`src/rtl/axi4_lite_pkg.sv`:
```
// Shared AXI4-Lite response encodings and address-decode helper for the register bank.
package axi4_lite_pkg;

    typedef logic [1:0] resp_t;

    localparam resp_t RESP_OKAY   = 2'b00;
    localparam resp_t RESP_SLVERR = 2'b10;

    // Number of byte-offset address bits below the register index.
    function automatic int byte_lsb(input int data_w);
        return $clog2(data_w / 8);
    endfunction

endpackage

```
`src/rtl/axi4_lite_wr_ctrl.sv`:
```
// AXI4-Lite write path: independent AW/W holds, commit one cycle after both are held, B response.
// AW/W are refused while a hold is full or a B response is pending; B is held until bready.
module axi4_lite_wr_ctrl
    import axi4_lite_pkg::*;
#(
    parameter int                     DATA_W   = 32,
    parameter int                     ADDR_W   = 12,
    parameter int                     NUM_REGS = 8,
    parameter logic [NUM_REGS-1:0]    RO_MASK  = '0,
    localparam int                    LSB      = byte_lsb(DATA_W),
    localparam int                    IDX_W    = ADDR_W - LSB,
    localparam int                    STRB_W   = DATA_W / 8
) (
    input  logic                clk,
    input  logic                reset,
    input  logic                awvalid,
    output logic                awready,
    input  logic [ADDR_W-1:0]   awaddr,
    input  logic                wvalid,
    output logic                wready,
    input  logic [DATA_W-1:0]   wdata,
    input  logic [STRB_W-1:0]   wstrb,
    output logic                bvalid,
    input  logic                bready,
    output logic [1:0]          bresp,
    output logic                wr_en,
    output logic [IDX_W-1:0]    wr_idx,
    output logic [DATA_W-1:0]   wr_data,
    output logic [STRB_W-1:0]   wr_strb,
    output logic [NUM_REGS-1:0] wr_pulse
);

    logic                aw_held_q, aw_held_d;
    logic [IDX_W-1:0]    aw_idx_q, aw_idx_d;
    logic                w_held_q, w_held_d;
    logic [DATA_W-1:0]   w_data_q, w_data_d;
    logic [STRB_W-1:0]   w_strb_q, w_strb_d;
    logic                bvalid_q, bvalid_d;
    resp_t               bresp_q, bresp_d;
    logic [NUM_REGS-1:0] wr_pulse_q, wr_pulse_d;
    logic [NUM_REGS-1:0] hit;
    logic                commit, wr_ok;
    logic                unused_addr_bits;

    assign unused_addr_bits = ^awaddr[LSB-1:0];

    assign awready  = !aw_held_q && !bvalid_q;
    assign wready   = !w_held_q && !bvalid_q;
    assign bvalid   = bvalid_q;
    assign bresp    = bresp_q;
    assign wr_pulse = wr_pulse_q;

    always_comb begin
        hit = '0;
        for (int i = 0; i < NUM_REGS; i++) begin
            hit[i] = (aw_idx_q == IDX_W'(i));
        end
    end

    // Out-of-range indices produce no hit, so they fail the same way as read-only ones.
    assign wr_ok   = |(hit & ~RO_MASK);
    assign commit  = aw_held_q && w_held_q;
    assign wr_en   = commit && wr_ok;
    assign wr_idx  = aw_idx_q;
    assign wr_data = w_data_q;
    assign wr_strb = w_strb_q;

    always_comb begin
        aw_held_d  = aw_held_q;
        aw_idx_d   = aw_idx_q;
        w_held_d   = w_held_q;
        w_data_d   = w_data_q;
        w_strb_d   = w_strb_q;
        bvalid_d   = bvalid_q;
        bresp_d    = bresp_q;
        wr_pulse_d = wr_en ? hit : '0;
        if (awvalid && awready) begin
            aw_held_d = 1'b1;
            aw_idx_d  = awaddr[ADDR_W-1:LSB];
        end
        if (wvalid && wready) begin
            w_held_d = 1'b1;
            w_data_d = wdata;
            w_strb_d = wstrb;
        end
        if (commit) begin
            aw_held_d = 1'b0;
            w_held_d  = 1'b0;
            bvalid_d  = 1'b1;
            bresp_d   = wr_ok ? RESP_OKAY : RESP_SLVERR;
        end else if (bvalid_q && bready) begin
            bvalid_d = 1'b0;
        end
    end

    always_ff @(posedge clk or negedge reset) begin
        if (!reset) begin
            aw_held_q  <= 1'b0;
            aw_idx_q   <= '0;
            w_held_q   <= 1'b0;
            w_data_q   <= '0;
            w_strb_q   <= '0;
            bvalid_q   <= 1'b0;
            bresp_q    <= RESP_OKAY;
            wr_pulse_q <= '0;
        end else begin
            aw_held_q  <= aw_held_d;
            aw_idx_q   <= aw_idx_d;
            w_held_q   <= w_held_d;
            w_data_q   <= w_data_d;
            w_strb_q   <= w_strb_d;
            bvalid_q   <= bvalid_d;
            bresp_q    <= bresp_d;
            wr_pulse_q <= wr_pulse_d;
        end
    end

endmodule

```
`src/rtl/axi4_lite_regbank.sv`:
```
// AXI4-Lite register bank with byte-strobed RW registers and hw_in-sourced RO registers.
// Read data is registered one cycle after AR; AR is refused while R is pending until rready.
module axi4_lite_regbank
    import axi4_lite_pkg::*;
#(
    parameter int                  DATA_W   = 32,
    parameter int                  ADDR_W   = 12,
    parameter int                  NUM_REGS = 8,
    parameter logic [NUM_REGS-1:0] RO_MASK  = '0
) (
    input  logic                         clk,
    input  logic                         reset,
    input  logic                         awvalid,
    output logic                         awready,
    input  logic [ADDR_W-1:0]            awaddr,
    input  logic                         wvalid,
    output logic                         wready,
    input  logic [DATA_W-1:0]            wdata,
    input  logic [DATA_W/8-1:0]          wstrb,
    output logic                         bvalid,
    input  logic                         bready,
    output logic [1:0]                   bresp,
    input  logic                         arvalid,
    output logic                         arready,
    input  logic [ADDR_W-1:0]            araddr,
    output logic                         rvalid,
    input  logic                         rready,
    output logic [DATA_W-1:0]            rdata,
    output logic [1:0]                   rresp,
    output logic [NUM_REGS*DATA_W-1:0]   reg_out,
    input  logic [NUM_REGS*DATA_W-1:0]   hw_in,
    output logic [NUM_REGS-1:0]          wr_pulse
);

    localparam int LSB    = byte_lsb(DATA_W);
    localparam int IDX_W  = ADDR_W - LSB;
    localparam int STRB_W = DATA_W / 8;

    logic              wr_en;
    logic [IDX_W-1:0]  wr_idx;
    logic [DATA_W-1:0] wr_data;
    logic [STRB_W-1:0] wr_strb;

    axi4_lite_wr_ctrl #(
        .DATA_W   (DATA_W),
        .ADDR_W   (ADDR_W),
        .NUM_REGS (NUM_REGS),
        .RO_MASK  (RO_MASK)
    ) u_wr_ctrl (
        .clk      (clk),
        .reset    (reset),
        .awvalid  (awvalid),
        .awready  (awready),
        .awaddr   (awaddr),
        .wvalid   (wvalid),
        .wready   (wready),
        .wdata    (wdata),
        .wstrb    (wstrb),
        .bvalid   (bvalid),
        .bready   (bready),
        .bresp    (bresp),
        .wr_en    (wr_en),
        .wr_idx   (wr_idx),
        .wr_data  (wr_data),
        .wr_strb  (wr_strb),
        .wr_pulse (wr_pulse)
    );

    for (genvar g = 0; g < NUM_REGS; g++) begin : g_reg
        logic [DATA_W-1:0] val_q;

        always_ff @(posedge clk or negedge reset) begin
            if (!reset) begin
                val_q <= '0;
            end else if (wr_en && (wr_idx == IDX_W'(g))) begin
                for (int b = 0; b < STRB_W; b++) begin
                    if (wr_strb[b]) begin
                        val_q[b*8 +: 8] <= wr_data[b*8 +: 8];
                    end
                end
            end
        end

        assign reg_out[g*DATA_W +: DATA_W] = val_q;
    end

    logic              rvalid_q;
    logic [DATA_W-1:0] rdata_q, rdata_d;
    resp_t             rresp_q, rresp_d;
    logic [IDX_W-1:0]  ar_idx;
    logic              unused_in;

    assign unused_in = ^{araddr[LSB-1:0], hw_in};

    assign ar_idx  = araddr[ADDR_W-1:LSB];
    assign arready = !rvalid_q;
    assign rvalid  = rvalid_q;
    assign rdata   = rdata_q;
    assign rresp   = rresp_q;

    // Sampling reg_out at the AR edge yields the pre-write value when a commit lands on the same edge.
    always_comb begin
        rdata_d = '0;
        rresp_d = RESP_SLVERR;
        for (int i = 0; i < NUM_REGS; i++) begin
            if (ar_idx == IDX_W'(i)) begin
                rresp_d = RESP_OKAY;
                rdata_d = RO_MASK[i] ? hw_in[i*DATA_W +: DATA_W] : reg_out[i*DATA_W +: DATA_W];
            end
        end
    end

    always_ff @(posedge clk or negedge reset) begin
        if (!reset) begin
            rvalid_q <= 1'b0;
            rdata_q  <= '0;
            rresp_q  <= RESP_OKAY;
        end else if (arvalid && arready) begin
            rvalid_q <= 1'b1;
            rdata_q  <= rdata_d;
            rresp_q  <= rresp_d;
        end else if (rready) begin
            rvalid_q <= 1'b0;
        end
    end

endmodule
```
`config.mk`:
```
export PLATFORM = sky130hd
export DESIGN_NAME = axi4_lite_regbank
export DESIGN_NICKNAME = d
export VERILOG_FILES = /design/src/rtl/axi4_lite_pkg.sv /design/src/rtl/axi4_lite_wr_ctrl.sv /design/src/rtl/axi4_lite_regbank.sv
export SDC_FILE = /design/constraint.sdc
export NUM_CORES = 1
export LEC_CHECK = 0
export ABC_AREA = 0
export BUFFER_PORTS_ARGS = -buffer_cell sky130_fd_sc_hd__buf_2
export CORE_AREA = 2 2 246 248
export CTS_CLUSTER_DIAMETER = 200
export DETAILED_ROUTE_END_ITERATION = 8
export DIE_AREA = 0 0 248 250
export GPL_TIMING_DRIVEN = 0
export SLEW_MARGIN = 20
export SYNTH_ARGS = -nofsm -noshare
export SYNTH_HDL_FRONTEND = slang
export SYNTH_SLANG_ARGS = --single-unit
export TNS_END_PERCENT = 20
```
`constraint.sdc`:
```
create_clock -name clk -period 2.15 [get_ports clk]
set_input_delay 0.645 -clock clk [delete_from_list [all_inputs] [get_ports clk]]
set_output_delay 0.645 -clock clk [all_outputs]
set_load 0.03 [all_outputs]
```
# Word level (Yosys, flattened, before mapping)
# Cells that the tools add are included.
# classes
n_bitwise,0
mux,26
div_mod_pow,0
n_mul,0
eq_ne,14
magnitude_cmp,0
add_sub_neg,0
shifts,0
n_reduce_logical,59
# op_table
op,count
32-bit two-way mux,8
"10-bit by 3-bit equality test with 1-bit output, second input constant",8
2-bit AND reduction,32
"10-bit by 2-bit equality test with 1-bit output, second input constant",4
"10-bit by 1-bit equality test with 1-bit output, second input constant",2
10-bit zero test,2
2-bit two-way mux,9
1-bit logical AND,16
1-bit two-way mux,8
8-bit two-way mux,1
2-bit nonzero test,4
8-bit OR reduction,1
1-bit zero test,4
# word_totals
word_cells,142
mem_count,0
in_bits,323
rom_bits,0
ram_bits,0
ff_bits,350
latch_bits,0

# Depth between registers and ports, before layout
# Gate-level depths: netlist (run 1).
# depth
ltp_word,9
depth_mapped,8
ltp_nobuf,5

# Hierarchy
# Synthesis (run 1) repeated with hierarchy kept, for this count alone.
# unflattened
cells_unflattened,1288
area_unflattened_um2,16522.1
# modules_own_cells
mod,seq_area_each_um2,area_per_inst_um2,instances,cells_each
axi4_lite_regbank,7257.0,14239.9,1,1142
axi4_lite_wr_ctrl,1451.4,2282.2,1,146

# Least setup slack after synthesis (run 1)
# Ideal clock, no wire load.
# synth_path
kind,register -> register
startpoint,register u_wr_ctrl.bvalid_q (netlist: u_wr_ctrl.bvalid)
endpoint,register u_wr_ctrl.w_data_q[10] (netlist: u_wr_ctrl.wr_data[10])
synth_period_minus_slack_ps,2200
path_stages_with_launch,6
slack_ps,-50
setup_ps,125
arrival_ps,2075
path_cell_list,dfrtp_1 > nor2_1 > and2_1 > clkbuf_1 > buf_2 > mux2_2
# synth_via
elab_chain_cells,3
# synth_rtl
item,line_no,rtl
start: declaration,axi4_lite_wr_ctrl.sv:38,"logic bvalid_q, bvalid_d;"
start signal: assignment,axi4_lite_wr_ctrl.sv:112,bvalid_q <= bvalid_d;
1-bit zero test,axi4_lite_wr_ctrl.sv:48,assign wready = !w_held_q && !bvalid_q;
1-bit logical AND,axi4_lite_wr_ctrl.sv:48,
named net wready,axi4_lite_regbank.sv:17,"output logic wready,"
1-bit logical AND,axi4_lite_wr_ctrl.sv:81,if (wvalid && wready) begin
end signal: assignment,axi4_lite_wr_ctrl.sv:110,w_data_q <= w_data_d;
end: declaration,axi4_lite_wr_ctrl.sv:36,"logic [DATA_W-1:0] w_data_q, w_data_d;"
# The timed path passes the listed nets, and every way through them passes these cells.
# A chain may end at the register's enable or synchronous reset.

# Worst setup path after layout (run 1)
# layout_path
startpoint,input araddr[2]
endpoint,register rdata_q[12] (netlist: rdata[12])
# layout_via
elab_chain_cells,9
word_cells_on_any_way,16
cone_classes,eq/ne: 7; mux: 8; reduce/logical: 1
# layout_rtl
item,line_no,rtl
start: declaration,axi4_lite_regbank.sv:25,"input logic [ADDR_W-1:0] araddr,"
10-bit zero test,axi4_lite_regbank.sv:106,if (ar_idx == IDX_W'(i)) begin
32-bit two-way mux (7 in series),axi4_lite_regbank.sv:106,
32-bit two-way mux (*),axi4_lite_regbank.sv:106,
end signal: assignment,axi4_lite_regbank.sv:120,rdata_q <= rdata_d;
end: declaration,axi4_lite_regbank.sv:88,"logic [DATA_W-1:0] rdata_q, rdata_d;"
# Every way passes the cells marked *; elsewhere a longest branch is shown, timed or not.

==> results of run 1 <==
-- cells in the final DEF (no fill, tap or decap), types with 24 or more instances in the layout --
cell and n:
a21oi_1 36, a221oi_1 31, a2bb2oi_1 29, buf_2 380, buf_4 24, clkbuf_1 35
clkbuf_16 42, dfrtp_1 348, mux2_2 301, nand2_1 95, nand2_2 27, nand3_1 31
nor2_1 42, o211ai_1 29, o2bb2ai_1 29, o32ai_1 29, or3_1 29
-- worst max-delay path, stage by stage --
cell	delay, ns
buf_2	0.17
buf_2	0.23
nor2_1	0.25
and3_1	0.22
clkbuf_1	0.74
nand2_1	0.11
nand3_1	0.13
o2bb2ai_1	0.13
-- worst max-delay path by stage --
stage,cells after the start,startpoint,endpoint
detailed placement,8,araddr[9],rdata[29]
finish,8,araddr[2],rdata[12]
CTS,6,u_wr_ctrl.wr_idx[5],g_reg[3].val_q[9]
global route,8,araddr[2],rdata[12]
global placement,1,reset,g_reg[3].val_q[22]
floorplan,7,araddr[9],rdata[20]
-- power by group --
group          total (mW)  leakage (nW)  switching [mW]  internal [mW]
clock                7.00         0.643            2.85           4.15
combinational        3.36          4.82            2.08           1.28
sequential           8.64          4.68            1.30           7.34
total                19.0          10.1            6.22           12.8
-- kinds of logic after synthesis --
logic type             synth area share (%)
buffers and inverters                  2.09
other                                0.0244
and+or+nand+nor                        8.58
DFF                                    56.8
AOI/OAI and AO/OA                      9.90
muxes                                  22.7
-- stage by stage --
step                setup WS, ns  utilization (%)  cells
finish                   0.00325             33.5   2442
CTS                      -0.0111             33.3   2435
floorplan                 0.0791                -   1196
detailed placement         -1.25             30.7   2347
global route             -0.0478             33.5   2438
global placement           -6.31             30.5   2343
-- per-layer routing --
| metal | track usage (%) | share of wire (%) |
|---|---|---|
| met4 | 6.98 | 3.1 |
| met5 | 0 | 0.091 |
| met3 | 6.37 | 9.6 |
| met2 | 29.6 | 44 |
| met1 | 26.9 | 44 |
-- state kept, by name (all words and copies together), names as in the netlist, 4 cells and up --
name and cells:
u_wr_ctrl.wr_idx 10, g.val_q 256, u_wr_ctrl.wr_data 32, u_wr_ctrl.wr_strb 4
rdata 32, u_wr_ctrl.wr_pulse 8
-- repair_timing --
action	in CTS	in global routing
hold buffers	1	0
endpoints found under the hold margin	17	0
setup endpoints to repair	320	197
pin swaps	9	3
gates resized for setup	29	30
buffers inserted	17	4
-- final cells by class --
cell class / instances / area (um2) / share of cell area (%)
inverter: 6 / 22.5 / 0.113
timing repair buffer: 391 / 2140 / 10.7
clock inverter: 12 / 161 / 0.809
multi-input combinational: 772 / 6420 / 32.2
clock buffer: 58 / 1170 / 5.87
sequential: 348 / 8710 / 43.6
buffer: 69 / 337 / 1.69
antenna: 4 / 10.0 / 0.0502
tap: 782 / 978 / 4.90
==> metrics.csv, run 1 <==
stage,metric,value,unit
worst_setup_path,r2r_end,g_reg[0].val_q[18],
worst_hold_path,hp-start,rready,
clocking,worstSkewPairLatency,0.56,ns
timing,rsz0062_at_grt,yes,
worst_hold_path,hold_path.class,in2reg,
worst_setup_path,critPathKind,in2reg,
outcome,outcome,"finished, final reports clean",
worst_setup_path,crit_required,2.63,ns
yosys,seq_area_frac_synth,56.8,%
clocking,cts_root_buf,clkbuf_16,
yosys,yosysTopAreaCellShare,56.8,%
power_and_ir_drop,irDropWorstVdd,0.740,mV
power_and_ir_drop,p_total,19.0,mW
worst_setup_path,arrival,2.63,ns
yosys,synth_warnings,0,
clocking,clk_pin_slew,0.06,ns
global_routing,grt_overflow,0,
final_layout,area_growth,30.0,%
die,die_height,250,um
global_routing,grt_start_max_net_pins,97,
routing,drtAntennaViolNets,0,
worst_setup_path,crit-reg2reg-launch,u_wr_ctrl.wr_idx[3],
worst_hold_path,hold_path_depth,2,
yosys,yosys_register_bits,348,
power_and_ir_drop,p_leak,10.1,nW
global_routing,grt.total_usage,19.8,%
yosys,synthCells,1195,
yosys,synth_top_cell_by_area,dfrtp_1,
timing,worst_pin_slew,0.990,ns
final_layout,stdcell_area,20000,um2
yosys,yosysMostFrequentCell,dfrtp_1,
power_and_ir_drop,power_per_cell_area,952,nW/um2
worst_hold_path,hold_end,rvalid,
global_routing,antenna_found_initial,7,
timing,finalHoldViolations,0,
timing,fmax,466,MHz
worst_setup_path,rr_worst_depth,7,
routing,route.detailed.drc,0,
clocking,cts_max_level,2,
routing,viasPerCell,5.03,
die,std_cell_rows,90,
yosys,async_reset_ff_share,100,%
yosys,ys_types,45,
yosys,synth_edf_count,0,
timing,fin_worst_skew,0.0165,ns
placement,place_area,18300,um2
worst_setup_path,cp_max_fo,10,
die,ioPinCount,628,
timing,hold-worst-slack,0.285,ns
yosys,synth_common_cells,"dfrtp_1 (348), mux2_2 (301), nand2_1 (97), clkbuf_1 (44), nor2_1 (43)",
die,core_area,59600,um2
timing,setup_viol,0,
yosys,mappedNetlistArea,15300,um2
routing,routedWlPerCell,25.7,um
worst_setup_path,end_kind,flop,
placement,gp_congestion,0.836,
yosys,avgSynthCellArea,12.8,um2
flow_run,drv_cap,0,
timing,finalCriticalPeriod,2.15,ns
worst_setup_path,r2r_setup_slack,0.09,ns
yosys,synthTopCellsByArea,"dfrtp_1 (57%), mux2_2 (22%), nand2_1 (2.4%)",
final_layout,drive_above_1_share,51.0,%
die,initial_utilization,25.8,%
die,die-area,62000,um2
clocking,cts_buffer_depth,3,
clocking,numClockSinks,348,
yosys,ys.flop_type,dfrtp_1,
timing,drv_slew,0,
routing,vias,12300,
final_layout,fill_cells,5943,
worst_setup_path,start_kind,input pin,
routing,drtIter0Drc,647,
placement,port_buffers,365,
timing,setup_tns,0,ns
die,die_x,248,um
placement,post-dp-hpwl,46600,um
routing,routed_wl,62700,um
timing,post-route-period-util,99.8,%
routing,dr.pass1.iters,5,
clocking,tritoncts,yes,
timing,slew_headroom,34.0,%
global_routing,grt_pass1_vias,12600,
global_routing,grt_pass1_wl,88600,um
final_layout,nets,1951,
clocking,cts_buffers,40,
Note: power is estimated with default switching activity, not from simulation.
==> run 2, diff against run 1 <==
--- a/config.mk
+++ b/config.mk
@@ -8,4 +8,5 @@
 export ABC_AREA = 0
 export BUFFER_PORTS_ARGS = -buffer_cell sky130_fd_sc_hd__buf_2
+export CAP_MARGIN = 40
 export CORE_AREA = 2 2 246 248
 export CTS_CLUSTER_DIAMETER = 200
==> constraint.sdc (replaced) <==
create_clock -name clk -period 2.15 [get_ports clk]
set_input_delay 0.5375 -clock clk [delete_from_list [all_inputs] [get_ports clk]]
set_output_delay 0.5375 -clock clk [all_outputs]
set_load 0.03 [all_outputs]
==> run 2 against run 1 <==
  * The flow now finishes with violations (negative setup slack)
  * Setup slack lost 0.020 ns
  * Die area is the same
  * Register-to-register slack lost 0.07 ns
  * Via count grew 1.7%
  * Critical path depth shrank 1
  * Cell count grew 0.57%
  * Core utilization grew 0.32 points
  * Global-route usage grew 0.16 points
  * Routed wire length grew 0.29%
  * Fmax shrank 0.93%
  * Hold slack lost 0.089 ns
  * Largest cell class unchanged
  * Largest power group unchanged
==> metrics.csv, run 2 (synthesized netlist as in run 1, its figures left out) <==
stage,metric,value,unit
final_layout,area_growth,31.3,%
global_routing,antenna_found_initial,7,
routing,viasPerCell,5.09,
final_layout,multiInputGateArea,6440,um2
worst_setup_path,crit-reg2reg-launch,u_wr_ctrl.wr_idx[8],
die,initial_utilization,25.8,%
power_and_ir_drop,irDropWorstVdd,0.714,mV
worst_setup_path,cp_max_fo,10,
global_routing,grt_start_max_net_pins,97,
worst_setup_path,end_kind,flop,
clocking,worstSkewPairLatency,0.57,ns
global_routing,grt_pass1_vias,12800,
worst_setup_path,cp_common_cell,buf_2,
worst_setup_path,r2r_setup_slack,0.02,ns
die,die-area,62000,um2
power_and_ir_drop,p_leak,10.2,nW
routing,routedWlPerCell,25.6,um
timing,setup_tns,-0.0170,ns
die,ioPinCount,628,
power_and_ir_drop,power_per_cell_area,949,nW/um2
flow_run,drv_cap,0,
final_layout,fin_util,33.8,%
final_layout,fill_cells,5953,
placement,port_buffers,365,
clocking,cts_buffer_depth,3,
timing,fin_worst_skew,0.0178,ns
die,core_area,59600,um2
clocking,numClockSinks,348,
routing,routed_wl,62900,um
power_and_ir_drop,switching_share,32.9,%
worst_setup_path,cpPeakStageDelay,0.66,ns
routing,drtAntennaViolNets,0,
global_routing,grt.total_usage,20.0,%
placement,post-dp-hpwl,47400,um
timing,slew_headroom,41.3,%
outcome,failed_checks,negative setup slack,
timing,drv_slew,0,
routing,dr.pass1.iters,5,
worst_setup_path,cp_num_cells,7,
power_and_ir_drop,power_frac_comb,17.9,%
clocking,cts_max_level,2,
power_and_ir_drop,seqPwrFrac,45.3,%
clocking,tritoncts,yes,
timing,setup_viol,1,
timing,worst_pin_slew,0.880,ns
final_layout,nets,1965,
worst_setup_path,critical_path.slowest_cell,clkbuf_1,
worst_setup_path,critPathKind,in2reg,
worst_setup_path,critPathTopFamily,buffers and inverters,
timing,setup_slack,-0.0170,ns
final_layout,layout_common_cells,"buf_2 (379), dfrtp_1 (348), mux2_2 (300)",
power_and_ir_drop,cell_internal_pwr,12.8,mW
routing,drtIter0Drc,826,
global_routing,grt_overflow,0,
final_layout,top_register,g.val_q,
worst_setup_path,crit_chain,buf_2 > buf_2 > buf_2 > clkbuf_1 > o32ai_1 > a21oi_1 > o2bb2ai_1,
die,die_x,248,um
die,die_height,250,um
placement,pre_cts_slack,-1.16,ns
worst_setup_path,r2r_end,g_reg[3].val_q[27],
clocking,clk_pin_slew,0.06,ns
worst_setup_path,crit_buf_inv,4,
worst_setup_path,start_kind,input pin,
final_layout,largest_register_ff_count,256,
outcome,outcome,"complete, but fails checks",
worst_hold_path,hold_path.class,in2reg,
timing,rsz0062_at_grt,yes,
timing,fmax,461,MHz
worst_setup_path,arrival,2.66,ns
global_routing,grt_pass1_wl,89500,um
final_layout,final_common_cell,buf_2,
placement,gp_congestion,0.836,
timing,finalHoldViolations,0,
routing,vias,12500,
worst_setup_path,endpoint,rdata[15],
timing,finalCriticalPeriod,2.17,ns
worst_setup_path,rr_worst_depth,6,
final_layout,drive_above_1_share,50.5,%
clocking,cts_root_buf,clkbuf_16,
die,std_cell_rows,90,
power_and_ir_drop,switchingPower,6.28,mW
worst_setup_path,crit_path_start,araddr[3],
timing,post-route-period-util,101,%
clocking,cts_buffers,41,
routing,route.detailed.drc,0,
worst_setup_path,crit_required,2.64,ns
final_layout,seqCellArea,8710,um2
power_and_ir_drop,clkPwrFrac,36.8,%
## run 2: cell types whose count changed in the layout (fill, tap and decap cells not counted), moves of 3 or more
cell,before,now
nand2_4,7,4
buf_6,0,16
nand2_8,0,3
buf_4,24,17
clkbuf_2,18,9
clkinvlp_4,3,0
clkbuf_1,35,47
buf_1,0,3
## run 2: worst min path at each step
stage / from / endpoint / slack, ns / cells after the start
finish: rready / rvalid / 0.20 / 2
global route: wdata[21] / u_wr_ctrl.wr_data[21] / 0.16 / 2
CTS: wdata[21] / u_wr_ctrl.wr_data[21] / 0.16 / 2
detailed placement: reset / g_reg[3].val_q[7] / 0.38 / 1
global placement: u_wr_ctrl.wr_idx[7] / u_wr_ctrl.wr_idx[7] / 0.49 / 1
floorplan: reset / g_reg[0].val_q[0] / 0.24 / 0
## run 2: power by group through the flow
stage	registers, mW	logic, mW	clock network (mW)
final	8.65	3.42	7.04
after global routing	8.80	3.67	7.49
after CTS	8.65	3.40	7.18
after detailed placement	8.75	3.34	0
after global placement	8.71	3.22	0
after floorplan	8.88	1.53	0
## run 2: per-layer routing
layer,up-vias,part of all wire (%),GRT usage (%)
met5,-,0.083,0
met4,8,2.9,6.52
met3,100,10,6.73
met2,574,44,30.1
met1,6477,43,26.9
li1,5335,-,-
## run 2: stage by stage
stage	hold slack [ns]	power, mW	instances	instance area [um2]
after global routing	0.165	20.0	2454	20100
after floorplan	0.242	10.4	1196	15400
after detailed placement	0.381	12.1	2356	18400
final	0.195	19.1	2456	20100
after CTS	0.165	19.2	2448	20000
after global placement	0.492	11.9	2343	18200
## run 2: final cells by class
cell class	instances	area share (%)
Sequential cell	348	43.2
Multi-Input combinational cell	772	32.0
Timing Repair Buffer	403	11.5
Clock buffer	61	5.86
Tap cell	782	4.86
Buffer	70	1.62
Clock inverter	12	0.820
Inverter	6	0.112
Antenna cell	2	0.0248
## run 2: timing repair
| item | CTS | global route |
|---|---|---|
| pin swaps | 9 | 2 |
| setup buffers | 18 | 2 |
| hold buffers | 1 | 0 |
| endpoints found under the setup margin | 318 | 155 |
| resized for setup | 18 | 28 |
| hold endpoints to repair | 17 | 0 |
## run 2: worst reg2reg max path, delay by kind of cell, from the launching register on
family,cells,cell delay [ns]
buffers and inverters,1,0.17
muxes,1,0.36
and+or+nand+nor,4,1.09
DFF,1,0.40
==> run 3, diff against run 2 <==
Settings changed: CORE_AREA 2 2 246 248 to 2 2 241 243, DIE_AREA 0 0 248 250 to 0 0 243 245, SYNTH_HIERARCHICAL from default to 1.
==> run 3 against run 2 <==
  * The run still ends with negative setup slack left
  * Largest cell class unchanged
  * Clock power decreased by 0.9%
  * Non-clock buffer count increased by 24
  * Critical path depth is 2 higher
  * Sequential power shrank 3.6%
  * Count of clock-buffer cells in the layout is the same
  * Flip-flop and latch count unchanged
  * Combinational power fell by 6.4%
  * Die area shrank 4.0%
  * Clock skew decreased by 0.0027 ns
  * Total power decreased by 3.1%
  * Design area is 6.7% higher
  * Global-route usage increased by 2.2 points
==> metrics.csv, run 3 <==
stage,metric,value,unit
yosys,seq_area_frac_synth,52.7,%
global_routing,grtUsageMet3,7.18,%
global_routing,grt_pass1_vias,13500,
yosys,synth_warnings,6,
placement,place_area,19600,um2
worst_hold_path,hold_end,rvalid,
placement,gp_congestion,0.852,
timing,rsz0062_at_grt,yes,
final_layout,area_growth,30.1,%
timing,finalCriticalPeriod,2.93,ns
worst_setup_path,end_kind,flop,
clocking,cts_buffers,40,
outcome,failed_checks,negative setup slack,
global_routing,grt_overflow,0,
worst_setup_path,critPathTopFamily,simple AND/OR/NAND/NOR gates,
worst_setup_path,cp_max_fo,8,
yosys,synth_edf_count,0,
clocking,cts_root_buf,clkbuf_16,
worst_setup_path,critPathKind,reg2reg,
routing,drtIter0Drc,1043,
global_routing,grt_util_met2,33.1,%
routing,viasPerCell,5.24,
worst_setup_path,arrival,3.37,ns
worst_setup_path,r2r_end,g_reg[4].val_q[28],
power_and_ir_drop,switchingPower,5.93,mW
final_layout,layout_common_cells,"buf_2 (372), dfrtp_1 (347), mux2_2 (321)",
routing,vias,13300,
power_and_ir_drop,irDropWorstVdd,0.785,mV
global_routing,grt_pass1_wl,96200,um
die,ioPinCount,628,
routing,routed_wl,67100,um
worst_setup_path,crit_chain,or4_4 > nor4_2 > or4b_4 > buf_6 > nor3_4 > buf_12 > buf_16 > nand3_4 > mux2_4,
yosys,synth_common_cells,"dfrtp_1 (348), mux2_2 (326), nor2_1 (70), clkbuf_1 (52), o21ai_0 (34)",
final_layout,drive_above_1_share,51.3,%
worst_setup_path,r2r_setup_slack,-0.78,ns
routing,routedWlPerCell,26.5,um
worst_setup_path,crit_buf_inv,3,
yosys,synthCells,1288,
yosys,synth_nets,1611,
power_and_ir_drop,cell_internal_pwr,12.6,mW
clocking,clk_pin_slew,0.06,ns
worst_setup_path,critical_path.slowest_cell,or4_4,
clocking,tritoncts,yes,
worst_setup_path,cpPeakStageDelay,0.54,ns
yosys,mappedNetlistArea,16500,um2
yosys,synth_top_cell_by_area,dfrtp_1,
power_and_ir_drop,power_frac_comb,17.3,%
yosys,yosys_register_bits,348,
clocking,numClockSinks,348,
final_layout,fill_cells,5636,
die,core_area,57000,um2
worst_setup_path,start_kind,flop,
final_layout,nets,2055,
final_layout,top_register,g.val_q,
routing,drtAntennaViolNets,0,
clocking,cts_max_level,2,
die,die-area,59500,um2
global_routing,antenna_found_initial,5,
worst_hold_path,hold_path_depth,2,
routing,dr.pass1.iters,5,
clocking,cts_buffer_depth,3,
yosys,synth-compound-area-share,10.3,%
yosys,yosysTopAreaCellShare,52.7,%
timing,post-route-period-util,136,%
routing,route.detailed.drc,0,
timing,slew_headroom,41.0,%
outcome,outcome,"complete, but fails checks",
worst_setup_path,crit_required,2.58,ns
die,initial_utilization,29.0,%
yosys,yosysMostFrequentCell,dfrtp_1,
final_layout,largest_register_ff_count,256,
die,std_cell_rows,88,
timing,fmax,341,MHz
power_and_ir_drop,p_total,18.5,mW
timing,fin_worst_skew,0.0151,ns
worst_setup_path,crit-reg2reg-launch,u_wr_ctrl/wr_idx[6],
yosys,synth_xor_area_share,0,%
global_routing,grt.total_usage,22.2,%
power_and_ir_drop,p_leak,10.7,nW
placement,port_buffers,363,
placement,post-dp-hpwl,49100,um
worst_hold_path,hold_path.class,in2reg,
power_and_ir_drop,seqPwrFrac,45.0,%
final_layout,stdcell_area,21500,um2
flow_run,drv_cap,0,
timing,finalHoldViolations,0,
yosys,avgSynthCellArea,12.8,um2
yosys,synthTopCellsByArea,"dfrtp_1 (53%), mux2_2 (22%), nand3_4 (2.1%)",
die,die_x,243,um
global_routing,grt_start_max_net_pins,97,
worst_setup_path,crit_path_start,u_wr_ctrl/wr_idx[6],
yosys,ys.flop_type,dfrtp_1,
power_and_ir_drop,switching_share,32.0,%
timing,setup_slack,-0.784,ns
yosys,synth_top_family_by_area,multiplexers,
yosys,synth_simple_gate_area_share,10.9,%
worst_hold_path,hp-start,rready,
yosys,synth-adder-area-share,0,%
clocking,worstSkewPairLatency,0.56,ns
worst_setup_path,rr_worst_depth,9,
die,die_height,245,um
yosys,muxShareOfSynthArea,23.0,%
final_layout,final_common_cell,buf_2,
global_routing,met1_usage,31.1,%
yosys,ys_types,60,
power_and_ir_drop,clkPwrFrac,37.7,%
yosys,async_reset_ff_share,100,%
timing,drv_slew,0,
global_routing,busiest_layer,met2,
power_and_ir_drop,power_per_cell_area,862,nW/um2
timing,worst_pin_slew,0.884,ns
timing,setup_viol,265,
==> run 3: cell count changes after synthesis, moves of 31 or more <==
cell and delta:
nand2_2 -32, a21oi_1 -33, nand2_1 -65, a21o_1 +31
==> run 3: power groups by stage <==
stage	Clock (mW)	Sequential (mW)	Combinational [mW]
after global routing	7.37	8.48	3.43
after global placement	0	8.40	2.93
final	6.98	8.34	3.20
after floorplan	0	8.23	1.78
after detailed placement	0	8.45	3.05
after CTS	7.10	8.33	3.20
==> run 3: cell families after synthesis <==
logic type,Yosys count
other,2
buffers and inverters,102
multiplexers,337
AO/OA/AOI/OAI,231
AND/OR/NAND/NOR,268
flip-flops,348
==> run 3: cell type report <==
| type | count | area (um2) | area share (%) |
|---|---|---|---|
| diodes | 3 | 7.51 | 0.0349 |
| plain buffers | 93 | 547 | 2.54 |
| clock buffers | 61 | 1220 | 5.68 |
| clock inverters | 12 | 126 | 0.588 |
| inverters | 7 | 26.3 | 0.122 |
| multi-input cells | 838 | 7510 | 34.9 |
| flip-flops and latches | 348 | 8710 | 40.5 |
| well taps | 765 | 957 | 4.45 |
| repair buffers | 404 | 2380 | 11.1 |
==> run 3: worst max-delay path by stage <==
stage               slack [ns]             endpoint  cells past startpoint
detailed placement       -1.44    g_reg[0].val_q[9]                      7
CTS                      -0.84   g_reg[4].val_q[28]                      9
global route             -0.91   g_reg[4].val_q[28]                      9
floorplan                -0.66    g_reg[3].val_q[1]                      9
finish                   -0.78   g_reg[4].val_q[28]                      9
global placement         -6.27  u_wr_ctrl/wr_idx[8]                      1
==> run 3: what timing repair did <==
action	in CTS	in global routing
cloned	2	0
resized for setup	68	13
pin swaps	8	3
setup buffers	12	2
hold buffers	1	0
endpoints found under the setup margin	289	288
hold endpoints to repair	75	0
==> run 3: per-layer routing <==
layer | vias to the layer above | wire length [um] | share of wire (%)
met5 | - | 16 | 0.024
met3 | 85 | 6380 | 9.5
met1 | 6813 | 30300 | 45
met4 | 2 | 1230 | 1.8
li1 | 5757 | - | -
met2 | 618 | 29100 | 43
==> run 3: through the flow <==
step           utilization [%]  setup slack (ns)  hold WS [ns]  setup TNS [ns]  instances
5_1_grt                   37.7            -0.908         0.138         -207.59       2529
4_1_cts                   37.4            -0.836         0.116         -191.11       2521
3_3_place_gp              33.8             -6.27         0.501        -2515.40       2416
2_1_floorplan                -            -0.663         0.242         -158.07       1288
6_report                  37.7            -0.784         0.146         -173.51       2531
3_5_place_dp              34.3             -1.44         0.507         -358.07       2435
